==> config.mk <==
export PLATFORM = sky130hd
export DESIGN_NAME = bits_imem_controller_flat
export DESIGN_NICKNAME = d
export VERILOG_FILES = /design/src/rtl/bits_imem_controller_if.sv /design/src/rtl/bits_imem_controller.sv /design/src/flat_wrapper.sv
export SDC_FILE = /design/constraint.sdc
export NUM_CORES = 1
export LEC_CHECK = 0
export ABC_CLOCK_PERIOD_IN_PS = 4900
export BUFFER_PORTS_ARGS = -buffer_cell sky130_fd_sc_hd__buf_2
export CORE_MARGIN = 2
export CORE_UTILIZATION = 45
export DETAILED_ROUTE_END_ITERATION = 8
export GPL_TIMING_DRIVEN = 0
export PLACE_DENSITY = 0.65
export SLEW_MARGIN = 25
export SYNTH_ARGS = -nofsm -noshare
export SYNTH_HDL_FRONTEND = slang
export SYNTH_SLANG_ARGS = --single-unit
==> constraint.sdc <==
create_clock -name clk -period 4.9 [get_ports clk]
set_input_delay 0.245 -clock clk [delete_from_list [all_inputs] [get_ports clk]]
set_output_delay 0.245 -clock clk [all_outputs]
set_load 0.05 [all_outputs]
==> src/rtl/bits_imem_controller_if.sv <==
// Instruction-fetch handshake between the BITS core / I-cache (master) and the
// instruction memory controller (slave).
//   mem_req_b              master -> slave  active-low word request (level)
//   mem_ack_b              slave -> master  active-low one-cycle ack
//   instruction_word       slave -> master  128-bit word, first byte in [127:120]
//   instruction_byte_valid slave -> master  MSB-first thermometer of valid bytes
//   done_reading_memory    slave -> master  sticky end-of-stream flag
interface bits_imem_controller_if;
  logic         mem_req_b;
  logic         mem_ack_b;
  logic [127:0] instruction_word;
  logic [15:0]  instruction_byte_valid;
  logic         done_reading_memory;

  modport master (
    output mem_req_b,
    input  mem_ack_b,
    input  instruction_word,
    input  instruction_byte_valid,
    input  done_reading_memory
  );

  modport slave (
    input  mem_req_b,
    output mem_ack_b,
    output instruction_word,
    output instruction_byte_valid,
    output done_reading_memory
  );
endinterface

==> src/rtl/bits_imem_controller.sv <==
// Responder end of the BITS instruction-fetch handshake. Reads the packed hex
// transmission from a 32-bit instruction SRAM (1-cycle read latency, byte [31:24]
// first), assembles up to four words into a 128-bit instruction word with an
// MSB-first byte-valid thermometer, and flags end-of-stream once all expected
// bytes have been acknowledged.
//
// Optional feature macro: IMEM_PREFETCH_EN
//   defined   - after each ack the next word is fetched into the assembly buffer
//               without waiting for a request; a request then acks from it.
//   undefined - fetch strictly on request.
//
// Ports:
//   clk               system clock
//   resetB            synchronous active-low reset
//   start_i           pulse: latch expected_bytes_i, restart from BASE_ADDR
//   expected_bytes_i  total bytes in the transmission
//   bus               handshake interface (slave modport)
//   imem_ceb_o        active-low SRAM chip enable (read only)
//   imem_addr_o       SRAM word address
//   imem_rdata_i      SRAM read data
module bits_imem_controller #(
  parameter int unsigned ADDR_W    = 14,
  parameter int unsigned BASE_ADDR = 0
) (
  input  logic                       clk,
  input  logic                       resetB,
  input  logic                       start_i,
  input  logic [15:0]                expected_bytes_i,
  bits_imem_controller_if.slave      bus,
  output logic                       imem_ceb_o,
  output logic [ADDR_W-1:0]          imem_addr_o,
  input  logic [31:0]                imem_rdata_i
);

  typedef enum logic [2:0] {
    StIdle,
    StFetch,
    StCapture,
    StAck,
    StHold,
    StDone
  } state_e;

  state_e              state_q, state_d;
  logic [15:0]         remaining_q, remaining_d;
  logic [ADDR_W-1:0]   rd_ptr_q, rd_ptr_d;
  logic [2:0]          fetch_cnt_q, fetch_cnt_d;
  logic [1:0]          lane_q, lane_d;
  logic                rd_valid_q, rd_valid_d;
  logic [127:0]        buf_q, buf_d;
  logic [127:0]        word_q, word_d;
  logic [15:0]         valid_q, valid_d;
`ifdef IMEM_PREFETCH_EN
  // Set once the consumer has asked for the word currently being fetched.
  logic                pend_q, pend_d;
`endif

  logic [15:0]  take;
  logic [15:0]  rem_after;
  logic [15:0]  therm;
  logic [2:0]   num_words;
  logic [127:0] byte_mask;
  logic         issue;
  logic         go_ack;

  // Bytes delivered by the next ack and the SRAM words needed to cover them.
  assign take      = (remaining_q > 16'd16) ? 16'd16 : remaining_q;
  assign rem_after = remaining_q - take;
  assign therm     = ~(16'hFFFF >> take);
  assign num_words = (remaining_q > 16'd15) ? 3'd4
                   : ({1'b0, remaining_q[3:2]} + {2'b00, |remaining_q[1:0]});

  always_comb begin
    byte_mask = '0;
    for (int i = 0; i < 16; i++) begin
      byte_mask[8*i +: 8] = {8{therm[i]}};
    end
  end

  // start gates the enable combinationally so an aborting cycle never reads.
  assign issue       = (state_q == StFetch) && !start_i;
  assign imem_ceb_o  = !issue;
  assign imem_addr_o = ADDR_W'(BASE_ADDR) + rd_ptr_q;

  assign bus.mem_ack_b              = (state_q != StAck);
  assign bus.instruction_word       = word_q;
  assign bus.instruction_byte_valid = valid_q;
  assign bus.done_reading_memory    = (state_q == StDone);

  always_comb begin
    state_d     = state_q;
    remaining_d = remaining_q;
    rd_ptr_d    = rd_ptr_q;
    fetch_cnt_d = fetch_cnt_q;
    lane_d      = lane_q;
    rd_valid_d  = issue;
    buf_d       = buf_q;
    word_d      = word_q;
    valid_d     = valid_q;
    go_ack      = 1'b0;
`ifdef IMEM_PREFETCH_EN
    pend_d      = pend_q;
`endif

    // Read data lands one cycle after the enable; fill lanes MSB first.
    if (rd_valid_q) begin
      unique case (lane_q)
        2'd0: buf_d[127:96] = imem_rdata_i;
        2'd1: buf_d[95:64]  = imem_rdata_i;
        2'd2: buf_d[63:32]  = imem_rdata_i;
        2'd3: buf_d[31:0]   = imem_rdata_i;
        default: ;
      endcase
      lane_d = lane_q + 2'd1;
    end

    if (start_i) begin
      state_d     = (expected_bytes_i == 16'd0) ? StDone : StIdle;
      remaining_d = expected_bytes_i;
      rd_ptr_d    = '0;
      rd_valid_d  = 1'b0;
`ifdef IMEM_PREFETCH_EN
      pend_d      = 1'b0;
`endif
    end else begin
      unique case (state_q)
        StIdle: begin
          // remaining==0 here only straight out of reset: wait for a start.
          if (!bus.mem_req_b && remaining_q != 16'd0) begin
            state_d     = StFetch;
            fetch_cnt_d = '0;
            lane_d      = '0;
`ifdef IMEM_PREFETCH_EN
            pend_d      = 1'b1;
`endif
          end
        end
        StFetch: begin
          rd_ptr_d    = rd_ptr_q + 1'b1;
          fetch_cnt_d = fetch_cnt_q + 3'd1;
          if (fetch_cnt_q + 3'd1 == num_words) state_d = StCapture;
`ifdef IMEM_PREFETCH_EN
          if (!bus.mem_req_b) pend_d = 1'b1;
`endif
        end
        StCapture: begin
`ifdef IMEM_PREFETCH_EN
          if (pend_q || !bus.mem_req_b) go_ack = 1'b1;
          else                          state_d = StHold;
`else
          go_ack = 1'b1;
`endif
        end
        StHold: begin
          if (!bus.mem_req_b) go_ack = 1'b1;
        end
        StAck: begin
          remaining_d = rem_after;
          if (rem_after == 16'd0) begin
            state_d = StDone;
          end else if (!bus.mem_req_b) begin
            // Request still held: chain straight into the next fetch.
            state_d     = StFetch;
            fetch_cnt_d = '0;
            lane_d      = '0;
`ifdef IMEM_PREFETCH_EN
            pend_d      = 1'b1;
`endif
          end else begin
`ifdef IMEM_PREFETCH_EN
            state_d     = StFetch;
            fetch_cnt_d = '0;
            lane_d      = '0;
            pend_d      = 1'b0;
`else
            state_d     = StIdle;
`endif
          end
        end
        StDone: ;
        default: state_d = StIdle;
      endcase

      if (go_ack) begin
        state_d = StAck;
        word_d  = buf_d & byte_mask;
        valid_d = therm;
      end
    end
  end

  always_ff @(posedge clk) begin
    if (!resetB) begin
      state_q     <= StIdle;
      remaining_q <= '0;
      rd_ptr_q    <= '0;
      fetch_cnt_q <= '0;
      lane_q      <= '0;
      rd_valid_q  <= 1'b0;
      buf_q       <= '0;
      word_q      <= '0;
      valid_q     <= '0;
`ifdef IMEM_PREFETCH_EN
      pend_q      <= 1'b0;
`endif
    end else begin
      state_q     <= state_d;
      remaining_q <= remaining_d;
      rd_ptr_q    <= rd_ptr_d;
      fetch_cnt_q <= fetch_cnt_d;
      lane_q      <= lane_d;
      rd_valid_q  <= rd_valid_d;
      buf_q       <= buf_d;
      word_q      <= word_d;
      valid_q     <= valid_d;
`ifdef IMEM_PREFETCH_EN
      pend_q      <= pend_d;
`endif
    end
  end

endmodule
==> src/flat_wrapper.sv <==
// flat-port wrapper written by rule: the top's interface ports become plain ports
module bits_imem_controller_flat 
#(
  parameter int unsigned ADDR_W    = 14,
  parameter int unsigned BASE_ADDR = 0
)
  (clk, resetB, start_i, expected_bytes_i, imem_ceb_o, imem_addr_o, imem_rdata_i, bus_mem_req_b, bus_mem_ack_b, bus_instruction_word, bus_instruction_byte_valid, bus_done_reading_memory);
  bits_imem_controller_if bus_i ();
  input  logic clk;
  input  logic resetB;
  input  logic start_i;
  input  logic [15:0] expected_bytes_i;
  output logic imem_ceb_o;
  output logic [ADDR_W-1:0] imem_addr_o;
  input  logic [31:0] imem_rdata_i;
  input wire logic [$bits(bus_i.mem_req_b)-1:0] bus_mem_req_b;
  output wire logic [$bits(bus_i.mem_ack_b)-1:0] bus_mem_ack_b;
  output wire logic [$bits(bus_i.instruction_word)-1:0] bus_instruction_word;
  output wire logic [$bits(bus_i.instruction_byte_valid)-1:0] bus_instruction_byte_valid;
  output wire logic [$bits(bus_i.done_reading_memory)-1:0] bus_done_reading_memory;
  assign bus_i.mem_req_b = bus_mem_req_b;
  assign bus_mem_ack_b = bus_i.mem_ack_b;
  assign bus_instruction_word = bus_i.instruction_word;
  assign bus_instruction_byte_valid = bus_i.instruction_byte_valid;
  assign bus_done_reading_memory = bus_i.done_reading_memory;
  bits_imem_controller #(.ADDR_W(ADDR_W), .BASE_ADDR(BASE_ADDR)) u_core (.clk(clk), .resetB(resetB), .start_i(start_i), .expected_bytes_i(expected_bytes_i), .bus(bus_i), .imem_ceb_o(imem_ceb_o), .imem_addr_o(imem_addr_o), .imem_rdata_i(imem_rdata_i));
endmodule
==> results of run 1 <==
where the power goes:
part | switching [uW] | leakage, uW | internal (uW)
registers | 37.2 | 0.00251 | 2580
clock network | 963 | 0.000500 | 1410
logic | 373 | 0.00355 | 171
total | 1370 | 0.00656 | 4160
layout make-up:
| class | count | share of cell area |
|---|---|---|
| Sequential cell | 311 | 0.432 |
| Multi-Input combinational cell | 825 | 0.361 |
| Timing Repair Buffer | 218 | 0.0782 |
| Clock buffer | 47 | 0.0622 |
| Tap cell | 335 | 0.0291 |
| Buffer | 93 | 0.0262 |
| Clock inverter | 8 | 0.00826 |
| Inverter | 10 | 0.00261 |
placed cells by master (no fill, tap or decap), types with 12 or more instances in the layout:
master | netlist | routed
dfxtp_1 | 311 | 311
a21oi_1 | 64 | 64
mux2i_1 | 109 | 109
buf_1 | 22 | 22
nand3_1 | 35 | 35
buf_2 | 10 | 221
nor2_1 | 154 | 154
nand2_1 | 167 | 167
a22o_1 | 16 | 16
nor3_1 | 12 | 12
o31ai_1 | 99 | 99
xor2_1 | 14 | 14
clkbuf_16 | 0 | 31
clkbuf_1 | 59 | 69
per-stage QoR:
stage | instances | power (uW) | setup WS, ns | util | cell area (sq um)
after floorplan | 1239 | 3030 | 1.71 | - | 11800
after global placement | 1785 | 3190 | 1.13 | 0.513 | 13300
after detailed placement | 1785 | 3200 | 1.08 | 0.514 | 13300
after CTS | 1847 | 5560 | 1.08 | 0.556 | 14400
after global routing | 1847 | 5730 | 0.767 | 0.556 | 14400
final | 1847 | 5530 | 1.01 | 0.556 | 14400
worst max-delay path, cell delays in order, from the launching register on:
cell      delay, ns
dfxtp_1        0.30
buf_6          0.13
nor4_2         0.54
nand3_1        0.34
o21ai_0        0.26
ha_1           0.30
or4_1          0.15
clkbuf_1       0.25
a21oi_1        0.11
or4_1          0.59
nor4_4         0.43
nor3_2         0.13
a311oi_2       0.25
metal layers:
layer,track usage,vias to the layer above,share of wire
met5,0,-,0
met4,0.0594,0,0.021
met3,0.0369,51,0.065
met2,0.385,330,0.46
met1,0.327,4823,0.46
li1,-,4881,-
flip-flops by register name (all words and copies together), names as in the netlist:
signal,count
u_core.bus.instruction_word,128
u_core.buf_q,128
u_core.state_q,3
u_core.remaining_q,16
u_core.lane_q,2
u_core.bus.instruction_byte_valid,16
u_core.fetch_cnt_q,3
u_core.rd_valid_q,1
u_core.rd_ptr_q,14
logic make-up (layout without fill, tap and decap cells):
family	Yosys count	after routing	synth area share
AND/OR/NAND/NOR	434	434	0.165
flip-flops	311	311	0.526
AO/OA/AOI/OAI	248	248	0.154
multiplexers	110	110	0.0932
buffers and inverters	103	376	0.0350
XOR/XNOR	23	23	0.0170
adder cells (fa/ha/maj)	9	9	0.00952
other	1	1	0.000317
final timing paths:
kind / start / endpoint / slack [ns] / cells after the start
worst max register to register: u_core.remaining_q[8] / u_core.fetch_cnt_q[2] / 1.01 / 12
worst min-delay path: imem_rdata_i[23] / u_core.buf_q[23] / 0.03 / 3
worst max-delay path: u_core.remaining_q[8] / u_core.fetch_cnt_q[2] / 1.01 / 12
worst min register to register: u_core.bus.instruction_word[78] / u_core.bus.instruction_word[78] / 0.45 / 2
==> results.md, run 1 <==
* Status: complete, no violations
* Core area at 25900 sq um
* DR pass1 iterations at 5
* Die W at 166 um
* Tot GR Track Use at 0.236
* Port Buffers at 211
* CTS tree: yes
* Area contributors post-synth: dfxtp_1 53%, mux2i_1 9.2%, o31ai_1 6.3%
* Final Setup Violations at 0
* DR DRC count at 0
* Synthesized instance count at 1239
* Clock Skew at 0.0155 ns
* Crit path arrival time at 4.35 ns
* Actual slew at the worst max-slew pin at 1.02 ns
* Syn Nets at 1300
* Antenna Cells at 0
* Gates resized, CTS repair at 0
* Hold slack at 0.0308 ns
* Routed vias at 10.1k
* Final period utilization at 0.793
* HPWL after DPL at 25.0 mm
* Area occupied by multi-input gates at 5200 sq um
* Power per standard cell area at 384 nW/um^2
* Register area at 6230 sq um
* Worst rel slew slack at 0.317
* CTS hold repair buffers at 7
* Max Slew Vio Count at 0
* Post-Route WL at 34.0 mm
* Dominant cell type by area after synthesis: dfxtp_1
* Initial antenna violation count at 0
* RSZ-0062 raised after global routing: false
* Worst skew pair latency at 0.55 ns
* Final antenna-violating net count at 0
* DIE AREA at 27600 sq um
* Ports at 213
* Synthesis-to-layout area growth at 21.7%
* Max frequency at 257 MHz
* Yosys warning count at 0
* Hold Vio Cnt, Final at 0
* Lkg Pwr at 0.00656 uW
* Synth cell count leaders: 311 x dfxtp_1, 167 x nand2_1, 154 x nor2_1
* Post-synth EDFFs at 0
* Share of Yosys cell area claimed by the top area cell type at 0.526
* CTS Buffer Depth at 3
* Via-to-Cell Ratio at 5.46
* First DRT Iteration DRCs at 772
* Worst min-delay path class: primary input to register
* Post-synthesis cell area at 11800 sq um
* Min Tclk post-route at 3.89 ns
* Clock slew at reported path FFs at 0.06 ns
* Synth Register Bits at 311
* Filler cells at 2406
* DIE HEIGHT at 166 um
* Sinks on Clock Net at 311
* Postcts setup bufs at 0
* Vias in the first global route at 9458
* Cell variety after synth at 70
* Mean Syn Cell Area at 9.55 sq um
* Post-synth top flop: dfxtp_1
* Total congestion overflow at 0
* CP Launch Type: register
* Final Wtd Congestion at 0.891
* WS Path Type: register to register
* Register area share after synthesis at 0.526
* WL/cell at 18.4 um
* Sum Neg Setup Slack at 0 ns
* Row cnt at 59
* Initial Utilization at 0.457
* Largest net degree at the start of global routing at 15
* Top-count cell post-synth: dfxtp_1
* CTS buffer count at 31
* Asr flop ratio synth at 0
* First-pass GRT wire length at 52.3 mm
* H-tree Lvls at 1
* Root buf cell: clkbuf_16
* Critical Path Sink Type: register
* Max-Cap Viols at 0
* Ratio of cells with drive above 1 in the final layout at 0.198
* Worst EP required at 5.36 ns
* CP Max Fanout at 10
* Worst vdd ir at 260 uV
* Fin nets at 1551
Note: power is estimated with default switching activity, not from simulation.
==> inputs of run 2 (changes only) <==
- ABC_CLOCK_PERIOD_IN_PS: 4900 -> 3200
- PLACE_DENSITY: 0.65 -> 0.67
- clock period: 4.9 -> 3.2 ns (I/O delays scaled with it)
==> run 2 against run 1 <==
Die area is the same; largest cell class unchanged; clock skew barely moved; routed wire length increased by 1.5%; highest routed layer unchanged.
==> results.md, run 2 (synthesized netlist as in run 1, its figures left out) <==
* Tot GR Track Use at 0.243 (was 0.236)
* HPWL after DPL at 24.9 mm (was 25.0 mm)
* Initial Utilization at 0.457 (unchanged)
* CTS buffer count at 35 (was 31)
* CP Max Fanout at 7 (was 10)
* Clock slew at reported path FFs at 0.06 ns (about the same)
* R2R cell count at 11 (was 12)
* Antenna Cells at 0 (unchanged)
* DIE HEIGHT at 166 um (unchanged)
* Max frequency at 316 MHz (was 257 MHz)
* Routed vias at 10.3k (was 10.1k)
* Max-Cap Viols at 0 (unchanged)
* Hold endpoint: u_core.buf_q[58] (was u_core.buf_q[23])
* RSZ-0062 raised after global routing: true (was false)
* Worst vdd ir at 373 uV (was 260 uV)
* Min Tclk post-route at 3.16 ns (was 3.89 ns)
* Via-to-Cell Ratio at 5.47 (was 5.46)
* WL/cell at 18.4 um (about the same)
* First DRT Iteration DRCs at 818 (was 772)
* First-pass GRT wire length at 53.9 mm (was 52.3 mm)
* Worst EP required at 3.61 ns (was 5.36 ns)
* CTS tree: yes (unchanged)
* Reg2reg start: u_core.remaining_q[9] (was u_core.remaining_q[8])
* Critical Path Sink Type: register (unchanged)
* Most frequent cells in the layout: 311 x dfxtp_1, 221 x buf_2, 167 x nand2_1, 154 x nor2_1, 109 x mux2i_1 (unchanged)
* Filler cells at 2318 (was 2406)
* Row cnt at 59 (unchanged)
* CTS Buffer Depth at 3 (unchanged)
* Vias in the first global route at 9862 (was 9458)
* Die W at 166 um (unchanged)
* WS Path Type: register to register (unchanged)
* Synthesis-to-layout area growth at 24.9% (was 21.7%)
* Fin nets at 1584 (was 1551)
* Final Setup Violations at 0 (unchanged)
* Status: complete, no violations (unchanged)
* Power per standard cell area at 581 nW/um^2 (was 384 nW/um^2)
* R2r setup slk at 0.04 ns (was 1.01 ns)
* Fin worst setup slack at 0.0401 ns (was 1.01 ns)
* DIE AREA at 27600 sq um (unchanged)
* Worst hold path stage count at 3 (unchanged)
* Ports at 213 (unchanged)
* Final Wtd Congestion at 0.895 (was 0.891)
* Root buf cell: clkbuf_16 (unchanged)
* Post-Route WL at 34.5 mm (was 34.0 mm)
* Placement Cell Area at 13300 sq um (unchanged)
* Final antenna-violating net count at 0 (unchanged)
* Worst rel slew slack at 0.389 (was 0.317)
* Register area at 6230 sq um (unchanged)
* Most common cell after layout, fill and taps aside: dfxtp_1 (unchanged)
* Final Power at 8590 uW (was 5530 uW)
* Total congestion overflow at 0 (unchanged)
* Lkg Pwr at 0.00672 uW (was 0.00656 uW)
* Worst skew pair latency at 0.51 ns (was 0.55 ns)
* Core area at 25900 sq um (unchanged)
* Final instance area at 14800 sq um (was 14400 sq um)
* DR pass1 iterations at 7 (was 5)
* Area occupied by multi-input gates at 5250 sq um (was 5200 sq um)
* Crit path arrival time at 3.57 ns (was 4.35 ns)
* Final period utilization at 0.987 (was 0.793)
* Port Buffers at 211 (unchanged)
* RR Endpoint: u_core.state_q[2] (was u_core.fetch_cnt_q[2])
* DP Worst Slack at -0.574 ns (was 1.08 ns)
* Ratio of cells with drive above 1 in the final layout at 0.205 (was 0.198)
* Initial antenna violation count at 0 (unchanged)
* Worst min-delay path class: primary input to register (unchanged)
* CP Launch Type: register (unchanged)
* Max Slew Vio Count at 0 (unchanged)
* Clock Skew at 0.0159 ns (was 0.0155 ns)
* Largest net degree at the start of global routing at 13 (was 15)
* Sinks on Clock Net at 311 (unchanged)
* H-tree Lvls at 2 (was 1)
* Hold Vio Cnt, Final at 0 (unchanged)
* Actual slew at the worst max-slew pin at 0.910 ns (was 1.02 ns)
* Min-delay src: imem_rdata_i[26] (was imem_rdata_i[23])
* DR DRC count at 0 (unchanged)
* Hold slack at 0.00531 ns (was 0.0308 ns)
run 2: power breakdown:
part / leakage, uW / total (uW) / switching [uW] / internal, uW
Combinational: 0.00369 / 878 / 583 / 295
Sequential: 0.00251 / 4010 / 59.3 / 3950
Clock: 0.000519 / 3710 / 1560 / 2150
Total: 0.00672 / 8590 / 2200 / 6390
run 2: area by class of cell:
class / instances / area share
plain buffers: 91 / 0.0251
flip-flops and latches: 311 / 0.421
repair buffers: 249 / 0.0966
well taps: 335 / 0.0284
clock buffers: 46 / 0.0662
clock inverters: 9 / 0.00457
inverters: 10 / 0.00254
multi-input cells: 825 / 0.355
run 2: how the worst max path moves through the flow:
stage                       endpoint             startpoint  depth (start not counted)  slack, ns
5_1_grt            u_core.state_q[2]  u_core.remaining_q[5]                         12      -0.08
3_3_place_gp       u_core.state_q[2]  u_core.remaining_q[8]                         12      -0.57
3_5_place_dp       u_core.state_q[2]  u_core.remaining_q[8]                         12      -0.57
4_1_cts            u_core.state_q[2]  u_core.remaining_q[9]                         11       0.06
2_1_floorplan  u_core.fetch_cnt_q[2]  u_core.remaining_q[8]                         12       0.01
6_report           u_core.state_q[2]  u_core.remaining_q[9]                         11       0.04
run 2: repair_timing:
item,in CTS,in global routing
endpoints found under the setup margin,10,9
endpoints found under the hold margin,63,0
hold buffers,33,0
pin swaps,3,1
resized for setup,9,3
buffers inserted,3,2
run 2: per-stage QoR:
step	setup TNS, ns	util	instances
floorplan	0	-	1239
global placement	-3.80	0.513	1785
detailed placement	-3.82	0.514	1785
CTS	0	0.570	1875
global route	-0.141	0.570	1876
finish	0	0.570	1876
run 2: routing by layer:
| metal | routed length [um] | up-vias | part of all wire | global-route usage |
|---|---|---|---|---|
| met5 | 0 | - | 0 | 0 |
| met4 | 799 | 0 | 0.023 | 0.0681 |
| met3 | 2220 | 61 | 0.064 | 0.0441 |
| met2 | 16000 | 348 | 0.46 | 0.401 |
| met1 | 15500 | 4912 | 0.45 | 0.329 |
| li1 | - | 4943 | - | - |
run 2: worst max-delay path, stage by stage, from the launching register on:
cell      delay [ns]
dfxtp_1         0.39
nor4_4          0.34
nand3_2         0.16
o21ai_1         0.18
ha_2            0.30
a211oi_1        0.21
nand4_1         0.11
or4_1           0.55
nor4_4          0.31
buf_6           0.18
a221oi_1        0.09
a211oi_1        0.24
==> inputs of run 3 (changes only) <==
- ABC_AREA: unset -> 1
==> run 3 against run 2 <==
Count of clock-buffer cells in the layout is 1 lower; sequential share of layout area decreased by 0.39 points; register-to-register slack improved by 0.26 ns; cell count grew 9.0%; highest routed layer unchanged; core utilization is 0.20 points higher; hold slack better by 0.0084 ns; die area up 0.73%; cell area grew 0.92%; synthesized cell count grew 13%.
==> results.md, run 3 <==
* Syn Nets at 1459 (was 1300)
* Final Wtd Congestion at 0.887 (was 0.895)
* Largest net degree at the start of global routing at 17 (was 13)
* Finished Core Util at 0.572 (was 0.570)
* Gates resized, CTS repair at 0 (was 9)
* Tot GR Track Use at 0.269 (was 0.243)
* RSZ-0062 raised after global routing: false (was true)
* Total congestion overflow at 0 (unchanged)
* CTS tree: yes (unchanged)
* Via-to-Cell Ratio at 5.57 (was 5.47)
* Post-Route WL at 38.7 mm (was 34.5 mm)
* Worst EP required at 3.64 ns (was 3.61 ns)
* CP Launch Type: register (unchanged)
* Dominant cell type by area after synthesis: dfxtp_1 (unchanged)
* Cell variety after synth at 49 (was 70)
* DP Worst Slack at 0.393 ns (was -0.574 ns)
* Synthesis-to-layout area growth at 25.2% (was 24.9%)
* Area occupied by multi-input gates at 5030 sq um (was 5250 sq um)
* Fin worst setup slack at 0.300 ns (was 0.0401 ns)
* Post-synthesis cell area at 11900 sq um (was 11800 sq um)
* Sinks on Clock Net at 311 (unchanged)
* Clock slew at reported path FFs at 0.06 ns (about the same)
* Crit path arrival time at 3.34 ns (was 3.57 ns)
* Min-delay src: bus_mem_req_b (was imem_rdata_i[26])
* Synthesized instance count at 1398 (was 1239)
* Hold Vio Cnt, Final at 0 (unchanged)
* Critical path's largest stage delay at 0.65 ns (was 0.55 ns)
* WP buf/inv at 3 (was 1)
* Initial antenna violation count at 0 (unchanged)
* RR Endpoint: u_core.bus.instruction_word[105] (was u_core.state_q[2])
* Antenna Cells at 0 (unchanged)
* CP cell instances: nor2_2 -> nand2_1 -> nand2_2 -> nand2_1 -> nor2_1 -> nand2_1 -> inv_1 -> a21oi_1 -> inv_1 -> o21ai_0 -> inv_1 -> a32o_1 (was nor4_4 -> nand3_2 -> o21ai_1 -> ha_2 -> a211oi_1 -> nand4_1 -> or4_1 -> nor4_4 -> buf_6 -> a221oi_1 -> a211oi_1)
* Top-count cell post-synth: dfxtp_1 (unchanged)
* First DRT Iteration DRCs at 1252 (was 818)
* DIE AREA at 27800 sq um (was 27600 sq um)
* Die W at 167 um (was 166 um)
* CTS Buffer Depth at 3 (unchanged)
* Mean Syn Cell Area at 8.53 sq um (was 9.55 sq um)
* Most common cell after layout, fill and taps aside: dfxtp_1 (unchanged)
* Yosys warning count at 0 (unchanged)
* DIE HEIGHT at 167 um (was 166 um)
* Worst rel slew slack at 0.444 (was 0.389)
* Final antenna-violating net count at 0 (unchanged)
* R2r setup slk at 0.30 ns (was 0.04 ns)
* Core area at 26100 sq um (was 25900 sq um)
* Register area share after synthesis at 0.522 (was 0.526)
* Lkg Pwr at 0.00647 uW (was 0.00672 uW)
* Worst vdd ir at 468 uV (was 373 uV)
* Synth cell count leaders: 311 x dfxtp_1, 244 x nor2_1, 156 x nand2_1 (was 311 x dfxtp_1, 167 x nand2_1, 154 x nor2_1)
* Crit path from: u_core.remaining_q[3] (was u_core.remaining_q[9])
* Ports at 213 (unchanged)
* Post-synth EDFFs at 0 (unchanged)
* Status: complete, no violations (unchanged)
* DR DRC count at 0 (unchanged)
* Routed vias at 11.4k (was 10.3k)
* Asr flop ratio synth at 0 (unchanged)
* Worst skew pair latency at 0.57 ns (was 0.51 ns)
* Sum Neg Setup Slack at 0 ns (unchanged)
* Post-synth top flop: dfxtp_1 (unchanged)
* Actual slew at the worst max-slew pin at 0.825 ns (was 0.910 ns)
* Register area at 6230 sq um (unchanged)
* WL/cell at 18.9 um (was 18.4 um)
* Max-Cap Viols at 0 (unchanged)
* Share of Yosys cell area claimed by the top area cell type at 0.522 (was 0.526)
* Synth Register Bits at 311 (unchanged)
* R2R cell count at 12 (was 11)
* Hold endpoint: u_core.state_q[0] (was u_core.buf_q[58])
* Row cnt at 59 (unchanged)
* H-tree Lvls at 1 (was 2)
* First-pass GRT wire length at 59.6 mm (was 53.9 mm)
* Worst hold path stage count at 5 (was 3)
* HPWL after DPL at 28.4 mm (was 24.9 mm)
* Crit. path cell count at 12 (was 11)
* Initial Utilization at 0.457 (about the same)
* Area contributors post-synth: dfxtp_1 52%, a32o_1 11%, nor2_1 7.7% (was dfxtp_1 53%, mux2i_1 9.2%, o31ai_1 6.3%)
* Fin nets at 1748 (was 1584)
* Reg2reg start: u_core.remaining_q[3] (was u_core.remaining_q[9])
* Final period utilization at 0.906 (was 0.987)
* Root buf cell: clkbuf_16 (unchanged)
* Max frequency at 345 MHz (was 316 MHz)
* Final Setup Violations at 0 (unchanged)
* CTS buffer count at 31 (was 35)
* Crit path max-delay family: compound AO/OA/AOI/OAI gates (was simple AND/OR/NAND/NOR gates)
* DR pass1 iterations at 5 (was 7)
* Port Buffers at 211 (unchanged)
* CP Max Fanout at 8 (was 7)
* Critical Path Sink Type: register (unchanged)
* Clock Skew at 0.0188 ns (was 0.0159 ns)
* Max Slew Vio Count at 0 (unchanged)
* Min Tclk post-route at 2.90 ns (was 3.16 ns)
* Vias in the first global route at 10.6k (was 9862)
* WS Path Type: register to register (unchanged)
* Most frequent cells in the layout: 311 x dfxtp_1, 244 x nor2_1, 212 x buf_2, 156 x nand2_1, 126 x a32o_1 (was 311 x dfxtp_1, 221 x buf_2, 167 x nand2_1, 154 x nor2_1, 109 x mux2i_1)
* Worst min-delay path class: primary input to register (unchanged)
* Slowest CP cell: o21ai_0 (was or4_1)
* Power per standard cell area at 614 nW/um^2 (was 581 nW/um^2)
* Filler cells at 2373 (was 2318)
* Ratio of cells with drive above 1 in the final layout at 0.180 (was 0.205)
==> run 3: cell types whose count changed in the layout (fill, tap and decap cells not counted), sizes merged, moves of 16 or more <==
cell | previous run | this run
nor3 | 16 | 73
a21oi | 65 | 96
a22o | 16 | 0
mux2i | 109 | 3
clkbuf | 104 | 120
inv | 11 | 88
buf | 249 | 225
nor2 | 154 | 258
o31ai | 100 | 2
o21ai | 16 | 82
a32o | 8 | 126
==> run 3: power by group <==
part           internal (uW)  switching, uW
clock                   2240           1550
combinational            342            966
sequential              3990           76.2
==> run 3: kinds of logic after synthesis <==
family,after synthesis,synth area share
xor gates and xnor gates,5,0.00367
other,1,0.000315
and+or+nand+nor,565,0.208
AOI/OAI and AO/OA,328,0.197
muxes,3,0.00252
buffers and inverters,176,0.0558
DFF,311,0.522
adders and majority gates,9,0.00945
==> run 3: area by class of cell <==
type,instances,share of cell area
Sequential cell,311,0.417
Multi-Input combinational cell,911,0.337
Timing Repair Buffer,256,0.101
Clock buffer,45,0.0616
Tap cell,335,0.0281
Buffer,89,0.0227
Inverter,87,0.0219
Clock inverter,10,0.0103
==> run 3: how the worst max path moves through the flow <==
| stage | to | slack (ns) |
|---|---|---|
| floorplan | u_core.fetch_cnt_q[1] | 0.88 |
| global placement | u_core.bus.instruction_word[104] | 0.41 |
| detailed placement | u_core.bus.instruction_word[106] | 0.39 |
| CTS | u_core.bus.instruction_word[105] | 0.39 |
| global route | u_core.bus.instruction_word[106] | 0.20 |
| finish | u_core.bus.instruction_word[105] | 0.30 |
==> run 3: what timing repair did <==
| action | in CTS | in global routing |
|---|---|---|
| buffers inserted | 0 | 0 |
| hold buffers | 45 | 0 |
| hold endpoints to repair | 74 | 0 |
==> run 3: metal layers <==
layer	global-route usage	wire length, um	up-vias
li1	-	-	5439
met1	0.367	17100	5401
met2	0.445	17500	482
met3	0.0411	3000	65
met4	0.0765	1080	0
met5	0	0	-
==> run 3: tightest hold or removal path: stages <==
cell and delay (ns):
buf_2 0.11, o21a_1 0.12, nand2_1 0.05, nand2_1 0.05, a21oi_1 0.06
==> run 3: per-stage QoR <==
| step | std cells | area [sq um] | total power, uW | hold slack [ns] |
|---|---|---|---|---|
| after floorplan | 1398 | 11900 | 4990 | 0.316 |
| after global placement | 1944 | 13400 | 5380 | 0.437 |
| after detailed placement | 1944 | 13400 | 5390 | 0.446 |
| after CTS | 2044 | 14900 | 9160 | 0.00227 |
| after global routing | 2044 | 14900 | 9490 | 0.0235 |
| final | 2044 | 14900 | 9160 | 0.0137 |
